<file path="src/rtl/serial_receiver_pkg.sv">
// -----------------------------------------------------------------------------
// serial_receiver_pkg
// Constants and FSM encoding shared by the serial receiver and the Serial
// transmitter: 8N1 byte size, idle line level and receiver state encoding.
// No ports (package).
// -----------------------------------------------------------------------------
package serial_receiver_pkg;

  localparam int unsigned BITS_PER_BYTE = 8;
  localparam logic        LINE_IDLE     = 1'b1;

  typedef enum logic [2:0] {
    ST_IDLE,
    ST_START,
    ST_DATA,
    ST_STOP,
    ST_WAIT_HIGH
  } rx_state_t;

endpackage

</file>
<file path="src/rtl/serial_rx_byte.sv">
// -----------------------------------------------------------------------------
// serial_rx_byte
// Samples an asynchronous 8N1 line and decodes one byte at a time.
//   clk       : rising-edge clock
//   reset     : synchronous, active-high
//   line      : raw serial line, idle high, asynchronous to clk
//   byte_data : last shifted-in byte (valid while byte_ok is high)
//   byte_ok   : one-cycle pulse, stop bit sampled high
//   byte_err  : one-cycle pulse, stop bit sampled low
//   busy      : high from start detection through the stop-bit sample
// -----------------------------------------------------------------------------
module serial_rx_byte
  import serial_receiver_pkg::*;
#(
  parameter int unsigned CLKS_PER_BIT = 16
) (
  input  logic                     clk,
  input  logic                     reset,
  input  logic                     line,
  output logic [BITS_PER_BYTE-1:0] byte_data,
  output logic                     byte_ok,
  output logic                     byte_err,
  output logic                     busy
);

  localparam int unsigned TMR_W = $clog2(CLKS_PER_BIT);
  localparam int unsigned CNT_W = $clog2(BITS_PER_BYTE);

  localparam logic [TMR_W-1:0] TMR_LAST = TMR_W'(CLKS_PER_BIT - 1);
  localparam logic [TMR_W-1:0] TMR_MID  = TMR_W'(CLKS_PER_BIT / 2 - 1);
  localparam logic [CNT_W-1:0] CNT_LAST = CNT_W'(BITS_PER_BYTE - 1);

  logic sync1, sync2, rx_prev;
  logic line_fall;

  rx_state_t                state_q, state_d;
  logic [TMR_W-1:0]         timer_q, timer_d;
  logic [BITS_PER_BYTE-1:0] shift_q, shift_d;
  logic [CNT_W-1:0]         bit_cnt_q, bit_cnt_d;

  // sync2 is the first metastability-safe copy of the line; rx_prev delays it
  // once more so a falling edge can be seen in IDLE.
  assign line_fall = rx_prev & ~sync2;

  always_ff @(posedge clk) begin
    // NOTE: reset is sampled on the clock edge only (synchronous), so it sits
    // inside the clocked block rather than in the sensitivity list.
    if (reset) begin
      sync1     <= LINE_IDLE;
      sync2     <= LINE_IDLE;
      rx_prev   <= LINE_IDLE;
      state_q   <= ST_IDLE;
      timer_q   <= '0;
      shift_q   <= '0;
      bit_cnt_q <= '0;
    end else begin
      // NOTE: non-blocking assignments let every flop update from the
      // pre-edge values, which is what makes the 2-flop chain a chain.
      sync1     <= line;
      sync2     <= sync1;
      rx_prev   <= sync2;
      state_q   <= state_d;
      timer_q   <= timer_d;
      shift_q   <= shift_d;
      bit_cnt_q <= bit_cnt_d;
    end
  end

  always_comb begin
    // NOTE: every signal written here gets a default first; a path that left
    // one unassigned would infer a latch.
    state_d   = state_q;
    timer_d   = timer_q + TMR_W'(1);
    shift_d   = shift_q;
    bit_cnt_d = bit_cnt_q;
    byte_ok   = 1'b0;
    byte_err  = 1'b0;

    unique case (state_q)
      ST_IDLE: begin
        timer_d = '0;
        if (line_fall) state_d = ST_START;
      end

      ST_START: begin
        // Re-check the line half a bit in: a glitch shorter than that is
        // dropped silently.
        if (timer_q == TMR_MID) begin
          timer_d   = '0;
          bit_cnt_d = '0;
          state_d   = sync2 ? ST_IDLE : ST_DATA;
        end
      end

      ST_DATA: begin
        if (timer_q == TMR_LAST) begin
          timer_d   = '0;
          shift_d   = {sync2, shift_q[BITS_PER_BYTE-1:1]};  // LSB first
          bit_cnt_d = bit_cnt_q + CNT_W'(1);
          if (bit_cnt_q == CNT_LAST) state_d = ST_STOP;
        end
      end

      ST_STOP: begin
        // Sampled mid stop bit, so IDLE is reached before a back-to-back
        // start bit can begin.
        if (timer_q == TMR_LAST) begin
          timer_d = '0;
          if (sync2) begin
            byte_ok = 1'b1;
            state_d = ST_IDLE;
          end else begin
            byte_err = 1'b1;
            state_d  = ST_WAIT_HIGH;
          end
        end
      end

      ST_WAIT_HIGH: begin
        // A held-low (break) line must not look like a fresh start bit.
        timer_d = '0;
        if (sync2) state_d = ST_IDLE;
      end

      default: begin
        timer_d = '0;
        state_d = ST_IDLE;
      end
    endcase
  end

  assign byte_data = shift_q;
  assign busy      = (state_q == ST_START) || (state_q == ST_DATA) ||
                     (state_q == ST_STOP);

endmodule

</file>
<file path="src/rtl/serial_receiver.sv">
// -----------------------------------------------------------------------------
// serial_receiver
// Receives 8N1 bytes on SIGNAL and reassembles each group of BYTES bytes
// (first byte in the MSBs) into one word.
//   CLK       : rising-edge clock
//   RESET     : synchronous, active-high
//   SIGNAL    : serial line, idle high, asynchronous to CLK
//   BUFFER    : last complete word, held until the next one
//   VALID     : one-cycle pulse when BUFFER is updated
//   FRAME_ERR : one-cycle pulse on a bad stop bit or an inter-byte gap timeout
//   BUSY      : high while a byte is being received
// -----------------------------------------------------------------------------
module serial_receiver
  import serial_receiver_pkg::*;
#(
  parameter int unsigned CLKS_PER_BIT = 16,
  parameter int unsigned BYTES        = 5,
  parameter int unsigned GAP_BITS     = 20
) (
  input  logic                 CLK,
  input  logic                 RESET,
  input  logic                 SIGNAL,
  output logic [8*BYTES-1:0]   BUFFER,
  output logic                 VALID,
  output logic                 FRAME_ERR,
  output logic                 BUSY
);

  localparam int unsigned WORD_W    = 8 * BYTES;
  localparam int unsigned GAP_CYC   = GAP_BITS * CLKS_PER_BIT;
  localparam int unsigned GAP_W     = $clog2(GAP_CYC + 1);
  localparam int unsigned NB_W      = $clog2(BYTES + 1);

  localparam logic [GAP_W-1:0] GAP_LIMIT = GAP_W'(GAP_CYC);
  localparam logic [NB_W-1:0]  NB_FULL   = NB_W'(BYTES);

  logic [BITS_PER_BYTE-1:0] byte_data;
  logic                     byte_ok, byte_err, busy;

  logic [WORD_W-1:0] acc;
  logic [NB_W-1:0]   nbytes;
  logic [GAP_W-1:0]  gap_cnt;
  logic              word_done, gap_hit;

  serial_rx_byte #(
    .CLKS_PER_BIT (CLKS_PER_BIT)
  ) u_rx_byte (
    .clk       (CLK),
    .reset     (RESET),
    .line      (SIGNAL),
    .byte_data (byte_data),
    .byte_ok   (byte_ok),
    .byte_err  (byte_err),
    .busy      (busy)
  );

  assign word_done = (nbytes == NB_FULL);
  // Only armed while a partial word is pending and the line is between bytes.
  assign gap_hit   = !busy && (nbytes != '0) && (gap_cnt == GAP_LIMIT);

  always_ff @(posedge CLK) begin
    if (RESET) begin
      acc       <= '0;
      nbytes    <= '0;
      gap_cnt   <= '0;
      BUFFER    <= '0;
      VALID     <= 1'b0;
      FRAME_ERR <= 1'b0;
    end else begin
      VALID     <= 1'b0;
      FRAME_ERR <= 1'b0;

      // These four events cannot coincide in practice (a byte takes a whole
      // frame, completion lasts one cycle, timeout needs an idle line); the
      // priority only keeps the logic well defined.
      if (byte_err) begin
        FRAME_ERR <= 1'b1;
        acc       <= '0;
        nbytes    <= '0;
      end else if (byte_ok) begin
        acc    <= (acc << BITS_PER_BYTE) | WORD_W'(byte_data);
        nbytes <= nbytes + NB_W'(1);
      end else if (word_done) begin
        // acc is left as is: the next word shifts the old bytes out.
        BUFFER <= acc;
        VALID  <= 1'b1;
        nbytes <= '0;
      end else if (gap_hit) begin
        FRAME_ERR <= 1'b1;
        acc       <= '0;
        nbytes    <= '0;
      end

      // busy rises on every start detection, which restarts the gap window.
      if (busy) begin
        gap_cnt <= '0;
      end else if ((nbytes != '0) && (gap_cnt != GAP_LIMIT)) begin
        gap_cnt <= gap_cnt + GAP_W'(1);
      end
    end
  end

  assign BUSY = busy;

endmodule

</file>
<file path="config.mk">
export PLATFORM = sky130hd
export DESIGN_NAME = serial_receiver
export DESIGN_NICKNAME = d
export VERILOG_FILES = /design/src/rtl/serial_receiver_pkg.sv /design/src/rtl/serial_rx_byte.sv /design/src/rtl/serial_receiver.sv
export SDC_FILE = /design/constraint.sdc
export NUM_CORES = 1
export LEC_CHECK = 0
export BUFFER_PORTS_ARGS = -buffer_cell sky130_fd_sc_hd__buf_2
export CAP_MARGIN = 20
export CORE_MARGIN = 2
export CORE_UTILIZATION = 30
export CTS_BUF_LIST = sky130_fd_sc_hd__clkbuf_8 sky130_fd_sc_hd__clkbuf_16
export DETAILED_ROUTE_END_ITERATION = 8
export HOLD_SLACK_MARGIN = 0.15
export MAX_ROUTING_LAYER = met4
export PLACE_DENSITY_LB_ADDON = 0.25
export SYNTH_ARGS = -nofsm -noshare
export SYNTH_HDL_FRONTEND = slang
export SYNTH_SLANG_ARGS = --single-unit
</file>
<file path="constraint.sdc">
create_clock -name CLK -period 1.83 [get_ports CLK]
set_input_delay 0.0915 -clock CLK [delete_from_list [all_inputs] [get_ports CLK]]
set_output_delay 0.0915 -clock CLK [all_outputs]
set_load 0.01 [all_outputs]
</file>
==> results.md <==
* Status: complete, no violations
* Die area at 15000 µm²
* EDFF count, synth at 0
* Site row count at 43
* Hold_ws at 0.193 ns
* First-pass GRT wire length at approximately 15000 µm
* Setup slack, reg-to-reg at about 0.1 ns
* Area grow syn2layout at 26.0%
* Die Ht at 122 µm
* Max Cap Violations at 0
* WHS Path Cells at 3
* Final setup viols at 0
* Seq cells post-synth at 115
* Initial Util at 30.5%
* Initial antenna violation count at 0
* Hold Path End: u_rx_byte.state_q[0]
* Synth Warn # at 0
* H-tree depth at 4
* Yosys cell types at 46
* Number of I/O pins at 46
* Clk Latency, worst-skew pair at 0.40 ns
* Final period util at 94.7%
* Antenna Cells at 0
* Fill count at 1421
* I/O Buffers at between 40 and 50
* Ys async rst share at 0%
* Largest net degree at the start of global routing at 42
* Critical path's top delay family: compound AO/OA/AOI/OAI gates
* Slew headroom at roughly three quarters
* Crit-path cells: ha_1 > and3b_4 > and2_4 > a211oi_4 > buf_12 > a22o_1
* Mean routed wirelength per cell at between 10 and 15 µm
* Worst-Margin Slew at 0.390 ns
* CTS Root Cell: clkbuf_16
* Element type at the critical path start: flip-flop
* Pwr Density at 1130 nW/µm²
* Share of layout cells above drive strength 1 at 20.6%
* Worst-path clk slew at 0.05 ns
* Die width at 122 µm
* Clock sinks at 115
* Final Hold Viols at 0
* Detailed router's first-iteration violation count at 153
* Post-CTS Setup Bufs at 0
* Synthesized instance count at roughly 440
* Top cells by count, synth: dfxtp_1, nand2_1, a21oi_1, a22o_1, nor2_1
* RSZ-0062 raised after global routing: false
* Post-Route WL at 8800 µm
* Share of the synthesized area in the top cell type at between 50% and 60%
* Gr usage total at 12.9%
* Register area share after synthesis at between 50% and 60%
* Critical path buffers and inverters at 1
* Reg2reg path depth at 6
* Worst VDD drop at 0.699 mV
* Critical path class: flip-flop to flip-flop
* Tightest Hold Check Type: primary input to flip-flop
* Final #Nets at 499
* Gpl congestion at 0.797
* CTS max path bufs at 2
* R2r startpoint: u_rx_byte.timer_q[0]
* Vias in the first global route at 2983
* Residual DRC count at 0
* CTS tree: built
* Core Region at 13800 µm²
* Post-Syn Nets at 447
* Count leader, synth: dfxtp_1
* GRT overflow at 0
* Netlist Area Pre-Place at 4200 µm²
* Placement Setup Slack at 0.114 ns
* Skew final at 0.00779 ns
* Via density per instance at 4.73
* Synth area leaders: dfxtp_1, a22o_1, nand2_1, a21oi_1, mux2i_1
* Syn_area_per_cell at 9.64 µm²
* CTS buffer count at 17
* Crit-path max FO at 40
* Slew Viols, Final at 0
* Area leader, netlist: dfxtp_1
* Min-delay src: RESET
* Fmax at between 500 and 600 MHz
* Slowest cell on the critical path: dfxtp_1
* DPL Wire Length at slightly below 6000 µm
* Setup WS post-layout at 0.0975 ns
* Most used DFF post-synth: dfxtp_1
* Leak Pwr at 2.08 nW
* Post-route minimum period at 1.73 ns
* Setup TNS at 0 ns
* Req. time, crit path at 2.17 ns
* Slowest cell delay on critical path at 0.32 ns
* DRT Pass-1 Iters at 4
* Vias post-DR at 3218
* Reg2reg end: acc[5]
* CP arrival at 2.08 ns
* Detail Route Antenna Nets at 0
* CP endpoint kind: flip-flop
[state kept, by name, indices dropped and copies added, names as in the netlist]
register and count:
BUFFER 40, u_rx_byte.sync2 1, nbytes 3, VALID 1, u_rx_byte.rx_prev 1, u_rx_byte.timer_q 4, u_rx_byte.state_q 3, u_rx_byte.byte_data 8
gap_cnt 9, u_rx_byte.sync1 1, u_rx_byte.bit_cnt_q 3, acc 40, FRAME_ERR 1
[how the worst max path moves through the flow]
stage                         startpoint  endpoint  slack [ns]  cells after the start
finish              u_rx_byte.timer_q[0]    acc[5]         0.1                      6
global route        u_rx_byte.timer_q[0]   acc[14]      0.0003                      6
CTS                            nbytes[0]   acc[37]        0.09                      7
detailed placement             nbytes[0]   acc[37]        0.11                      7
global placement               nbytes[0]    acc[5]        0.13                      7
floorplan                     gap_cnt[0]   acc[32]        0.16                      7
[worst register-to-register path, stage by stage (launching register included)]
cell and delay, ns:
dfxtp_1 0.32, ha_1 0.25, and3b_4 0.23, and2_4 0.18, a211oi_4 0.26, buf_12 0.24
a22o_1 0.19
[placed cells by master, fill, tap and decap left out, types with 3 or more instances in the layout]
cell,instances
mux2i_1,11
a22o_1,41
ha_1,8
inv_1,8
buf_4,12
or2_2,3
clkbuf_8,3
xor2_1,5
dfxtp_1,115
nor3_1,6
buf_12,3
buf_2,45
nand2_1,88
and3_1,4
nor2_1,22
or3_1,3
clkbuf_16,17
inv_6,3
o21ai_0,5
bufinv_16,3
a21oi_1,47
nand4_1,5
[final cells by class]
cell class	instances	area (µm²)	area share, %
sequential	115	2300	43.5
multi-input combinational	285	1730	32.7
clock buffer	20	467	8.82
timing repair buffer	61	385	7.28
tap	180	225	4.26
clock inverter	11	150	2.84
inverter	8	30.0	0.567
[per-layer routing]
layer  part of all wire, %  vias to the layer above  GRT usage (%)  wire [µm]
met1                    50                     1517           16.2       4370
met5                     0                        -              -          0
met4                   1.6                        0           5.96        142
met2                    46                       51           18.9       4010
met3                   3.2                       11           4.18        282
li1                      -                     1639              -          -
[where the power goes]
part	internal [mW]	leakage, nW	switching [mW]
Combinational	0.0201	0.851	0.0498
Clock	2.25	0.299	1.16
Sequential	2.51	0.926	0.00362
[metrics by stage]
stage	power (mW)	area, µm²	std cells	utilization [%]
floorplan	2.62	4200	436	-
global placement	2.64	4660	648	33.8
detailed placement	2.64	4660	648	33.8
CTS	6.06	5290	680	38.4
global route	6.19	5290	680	38.4
finish	5.99	5290	680	38.4
[kinds of logic (layout without fill, tap and decap cells)]
group	after synthesis	after routing	share of synthesized area, %
AO/OA/AOI/OAI	109	109	18.0
buffers and inverters	36	100	4.23
multiplexers	11	11	2.62
AND/OR/NAND/NOR	150	150	16.5
XOR/XNOR	7	7	1.46
adder cells (fa/ha/maj)	8	8	2.38
flip-flops	115	115	54.8
[repair_timing]
action,CTS,global route
setup endpoints to repair,0,40
resized for setup,0,1
hold endpoints to repair,1,0
hold buffers,1,0
No activity file was read; power rests on OpenSTA's default activity.
